$ cat src/rtl/fp8_to_fixed.sv
// Sequential fp8 (1-4-3, implicit leading one) to signed Q11.4 fixed-point converter.
// Optional macro FP8_TO_FIXED_ROUND_EN: round half away from zero instead of truncating.
module fp8_to_fixed #(
    parameter int BIAS = 7
) (
    input  logic        clk,
    input  logic        rst,
    input  logic        in_valid,
    output logic        in_ready,
    input  logic [7:0]  in_data,
    output logic        out_valid,
    input  logic        out_ready,
    output logic [15:0] out_data,
    output logic        out_inf,
    output logic        out_nan
);

    typedef enum logic [1:0] {IDLE, SHIFT, DONE} state_t;
    typedef enum logic [1:0] {K_NORMAL, K_ZERO, K_INF, K_NAN} kind_t;

    // The mantissa register already carries 3 fraction bits, so one extra left shift reaches 4.
    localparam logic signed [5:0] K_OFFSET = 6'(1 - BIAS);

`ifdef FP8_TO_FIXED_ROUND_EN
    localparam logic ROUND_EN = 1'b1;
`else
    localparam logic ROUND_EN = 1'b0;
`endif

    state_t            state;
    state_t            state_next;
    kind_t             kind;
    kind_t             kind_in;
    logic              sign;
    logic              shift_left;
    logic              guard;
    logic [3:0]        count;
    logic [15:0]       mag;
    logic [15:0]       mag_final;
    logic signed [5:0] k_in;
    logic [3:0]        k_abs;

    // Operand decode, evaluated combinationally and used only on the capture edge.
    always_comb begin
        // NOTE: every combinational output gets a default first so no latch is inferred.
        kind_in = K_NORMAL;
        k_in    = $signed({2'b00, in_data[6:3]}) + K_OFFSET;
        k_abs   = 4'(k_in[5] ? -k_in : k_in);
        if (in_data[6:3] == 4'hF)
            kind_in = (in_data[2:0] == 3'd0) ? K_INF : K_NAN;
        else if (in_data[6:0] == 7'd0)
            kind_in = K_ZERO;
    end

    assign mag_final = mag + {15'd0, guard & ROUND_EN};

    always_ff @(posedge clk or posedge rst) begin
        // NOTE: state registers use non-blocking assignments so all flops update together.
        if (rst) state <= IDLE;
        else     state <= state_next;
    end

    always_comb begin
        state_next = state;
        case (state)
            IDLE:    if (in_valid)       state_next = SHIFT;
            SHIFT:   if (count == 4'd0)  state_next = DONE;
            DONE:    if (out_ready)      state_next = IDLE;
            default:                     state_next = IDLE;
        endcase
    end

    always_comb begin
        in_ready = (state == IDLE);
    end

    always_ff @(posedge clk or posedge rst) begin
        if (rst) begin
            kind       <= K_ZERO;
            sign       <= 1'b0;
            shift_left <= 1'b0;
            guard      <= 1'b0;
            count      <= 4'd0;
            mag        <= 16'd0;
            out_valid  <= 1'b0;
            out_data   <= 16'd0;
            out_inf    <= 1'b0;
            out_nan    <= 1'b0;
        end else begin
            case (state)
                IDLE: begin
                    if (in_valid) begin
                        sign  <= in_data[7];
                        kind  <= kind_in;
                        guard <= 1'b0;
                        if (kind_in == K_NORMAL) begin
                            mag        <= {12'd0, 1'b1, in_data[2:0]};
                            count      <= k_abs;
                            shift_left <= ~k_in[5];
                        end else begin
                            mag        <= 16'd0;
                            count      <= 4'd0;
                            shift_left <= 1'b0;
                        end
                    end
                end
                SHIFT: begin
                    if (count != 4'd0) begin
                        if (shift_left) begin
                            mag <= mag << 1;
                        end else begin
                            mag   <= mag >> 1;
                            guard <= mag[0];
                        end
                        count <= count - 4'd1;
                    end else begin
                        out_valid <= 1'b1;
                        out_inf   <= 1'b0;
                        out_nan   <= 1'b0;
                        case (kind)
                            K_NORMAL: out_data <= sign ? 16'(-mag_final) : mag_final;
                            K_INF: begin
                                out_data <= sign ? 16'h8000 : 16'h7FFF;
                                out_inf  <= 1'b1;
                            end
                            K_NAN: begin
                                out_data <= 16'd0;
                                out_nan  <= 1'b1;
                            end
                            default:  out_data <= 16'd0;
                        endcase
                    end
                end
                DONE: begin
                    if (out_ready) out_valid <= 1'b0;
                end
                default: ;
            endcase
        end
    end

endmodule

$ cat config.mk
export PLATFORM = sky130hd
export DESIGN_NAME = fp8_to_fixed
export DESIGN_NICKNAME = d
export VERILOG_FILES = /design/src/rtl/fp8_to_fixed.sv
export SDC_FILE = /design/constraint.sdc
export NUM_CORES = 1
export LEC_CHECK = 0
export CAP_MARGIN = 10
export CELL_PAD_IN_SITES_DETAIL_PLACEMENT = 0
export CELL_PAD_IN_SITES_GLOBAL_PLACEMENT = 2
export CORE_ASPECT_RATIO = 0.6
export CORE_UTILIZATION = 35
export CTS_CLUSTER_DIAMETER = 50
export DETAILED_ROUTE_END_ITERATION = 6
export PLACE_DENSITY_LB_ADDON = 0.3
export SLEW_MARGIN = 0
export SYNTH_ARGS = -nofsm -noshare
export SYNTH_HDL_FRONTEND = slang
export SYNTH_SLANG_ARGS = --single-unit
$ cat constraint.sdc
create_clock -name clk -period 2.3 [get_ports clk]
set_input_delay 0.23 -clock clk [delete_from_list [all_inputs] [get_ports clk]]
set_output_delay 0.23 -clock clk [all_outputs]
set_load 0.05 [all_outputs]
==> flow_metrics.py <==
metrics = {
    "setup_path": {
        "crit_fanout": 5,
        "crit_type": "reg -> reg",
        "end_kind": "flop",
        "arrival_ns": 2.27,
        "required_ns": 2.49,
        "worst_setup_path_start_kind": "flop",
    },
    "floorplan": {
        "core_mm2": 0.00745,
        "placementRows": 24,
        "die_x_um": 117,
        "die-area_mm2": 0.00826,
        "chipHeight_um": 70.8,
        "initial_core_util_pct": 37.1,
        "ioPinCount": 32,
    },
    "sta": {
        "slew_headroom_pct": 59.5,
        "period_share_pct": 90.1,
        "setup_viol": 0,
        "tightest_slew_ns": 0.599,
        "clock-skew-final_ns": 0.00357,
        "fmax_mhz": 483,
        "fin_tns_setup_ns": 0,
        "slew_violations": 0,
        "finalCriticalPeriod_ns": 2.07,
        "rsz0062_at_grt": "no",
        "finalHoldViolCount": 0,
    },
    "synthesis": {
        "ys_dominant_reg_cell": "dfrtp_1",
        "synth_edf_count": 0,
        "synthCells": 305,
        "synth_fp_nets": 325,
        "async_reset_ff_share_pct": 100,
        "synth-seq-cells": 45,
        "syn_area_mm2": 0.00276,
        "ys_warn_count": 0,
        "avgSynthCellArea_um2": 9.06,
        "yosysSeqAreaShare_pct": 40.8,
        "post_synth_num_cell_types": 53,
    },
    "route": {
        "drt_iter0_drc": 172,
        "routed_wl_um": 7090,
        "final_antenna_net_count": 0,
        "drc": 0,
        "vias": 2289,
        "vias_per_cell": 5.21,
        "first_pass_iters": 4,
        "routedWlPerCell_um": 16.1,
    },
    "power_and_ir_drop": {
        "leakage_nw": 1.44,
        "powerDensity_mw_per_mm2": 1510,
        "peakVddDrop_uv": 847,
    },
    "clock_tree": {
        "ctsResizeCount": 0,
        "path_clk_slew_ns": 0.06,
        "post_cts_buffers": 0,
        "cts-root-buf": "clkbuf_16",
        "clkLatencyLatePin_ns": 0.29,
        "clockBufferDepth": 2,
        "cts_tree": "yes",
        "numCtsBuffers": 5,
        "ctsHtreeMaxLevel": 2,
        "cts_hold_buf": 0,
        "cts_num_sinks": 45,
    },
    "place": {
        "placed_cells": 431,
        "portBuffers": 31,
        "gp_congestion": 0.827,
        "hpwlAfterDp_um": 5230,
    },
    "final_layout": {
        "nFillCells": 746,
        "final_util_pct": 45.5,
        "drive_above_1_share_pct": 11.9,
        "finalNonFillerCells": 439,
        "final_common_cell": "dfrtp_1",
        "nets": 354,
        "diodes": 0,
        "most-common-layout-cells": "dfrtp_1 (44), clkdlybuf4s50_1 (31), nand2_1 (29), nor2_1 (25), mux2i_1 (20)",
        "areaGrowthSynthToFinish_pct": 22.6,
    },
    "global_routing": {
        "antenna_found_initial": 0,
        "grt.busiest_layer": "met1",
        "first_global_vias": 2118,
        "grt_use_met2_pct": 24.1,
        "use_met3_pct": 4.46,
        "grtUsageTotal_pct": 18.8,
        "overflow": 0,
        "grt_pass1_wl_um": 11600,
        "grt_use_met1_pct": 30.6,
        "grt_max_degree": 27,
    },
    "hold_path": {
        "hp-class": "in -> async",
    },
    "outcome": {
        "status": "completed",
    },
    "job": {
        "cap_violations": 0,
    },
}
## worst paths after layout
path	startpoint	slack, ns	end	depth (start not counted)
max	mag[1]$_DFFE_PP0P_	0.23	out_data[14]$_DFFE_PP0P_	6
min	rst	0.32	mag[7]$_DFFE_PP0P_	2
max reg2reg	mag[1]$_DFFE_PP0P_	0.23	out_data[14]$_DFFE_PP0P_	6
min reg2reg	out_nan$_DFFE_PP0P_	0.49	out_nan$_DFFE_PP0P_	2
max in group asynchronous	rst	1.38	kind[0]$_DFFE_PP1P_	3
min in group clk	out_nan$_DFFE_PP0P_	0.49	out_nan$_DFFE_PP0P_	2
## cell usage after synthesis (2+ instances only)
cell type	number	share of area (%)
dfrtp_1	44	40
nand2_1	29	3.9
nor2_1	25	3.4
mux2i_1	20	7.2
clkbuf_1	17	2.3
a21oi_1	16	2.9
o21ai_0	16	2.9
inv_1	14	1.9
o31ai_1	13	3.5
nand3_1	9	1.6
nor3_1	9	1.6
ha_1	8	3.6
a31oi_1	6	1.4
buf_2	6	1.1
or3_1	6	1.4
nand2b_1	5	1.1
mux2_2	4	1.6
nor3b_1	4	1.1
o22a_1	4	1.3
and2_1	3	0.68
buf_1	3	0.41
xnor2_1	3	0.95
a211oi_1	2	0.54
a311oi_1	2	0.63
and3_1	2	0.45
buf_6	2	0.82
nand3b_1	2	0.54
nand4_1	2	0.45
nor4_1	2	0.45
o41ai_2	2	1.2
or4_4	2	0.82
xor2_1	2	0.63
## stage by stage
step | power (W) | area, µm² | hold WS, ns | setup WS [ns]
3_3_place_gp | 0.00437 | 3230 | 0.472 | 0.277
5_1_grt | 0.00546 | 3390 | 0.370 | 0.0129
3_5_place_dp | 0.00435 | 3230 | 0.476 | 0.173
2_1_floorplan | 0.00349 | 2760 | 0.337 | 0.498
6_report | 0.00512 | 3390 | 0.317 | 0.229
4_1_cts | 0.00514 | 3390 | 0.342 | 0.298
## sequential cells by signal (all words and copies together), names as in the netlist
signal / count
out_nan: 1
out_data: 16
out_inf: 1
shift_left: 1
out_valid: 1
mag: 16
kind: 2
sign: 1
count: 4
state: 2
## kinds of logic (layout without fill, tap and decap cells)
| kind of cell | count (synthesis) | in the layout | synth area share, % |
|---|---|---|---|
| and+or+nand+nor | 109 | 109 | 20.2 |
| adders and majority gates | 8 | 8 | 3.62 |
| muxes | 24 | 24 | 8.88 |
| DFF | 45 | 45 | 40.8 |
| AOI/OAI and AO/OA | 72 | 72 | 18.3 |
| buffers and inverters | 42 | 72 | 6.52 |
| xor gates and xnor gates | 5 | 5 | 1.59 |
## layer usage
layer | wire, µm | share of wire [%]
met1 | 3990 | 56
met2 | 2550 | 36
met3 | 481 | 6.8
met4 | 63 | 0.89
met5 | 0 | 0
## where the power goes
group | switching [W] | internal (W)
combinational | 0.00185 | 0.00116
clock | 0.000306 | 0.000460
sequential | 0.000255 | 0.00109
## worst max-delay path: stages, from the launching register on
cell and delay (ns):
dfrtp_1 0.42, inv_1 0.12, ha_1 0.19, nor4b_1 0.51, nand4_1 0.27, and4_1 0.27, nor3_1 0.19
## final cells by class
type / instances / area, µm² / share of cell area, %
multi-input cells: 218 / 1460 / 42.9
flip-flops and latches: 45 / 1130 / 33.3
repair buffers: 50 / 465 / 13.7
clock buffers: 7 / 153 / 4.51
well taps: 104 / 130 / 3.84
inverters: 14 / 52.6 / 1.55
clock inverters: 1 / 5.00 / 0.148
Power figures use the tool's default switching activity.
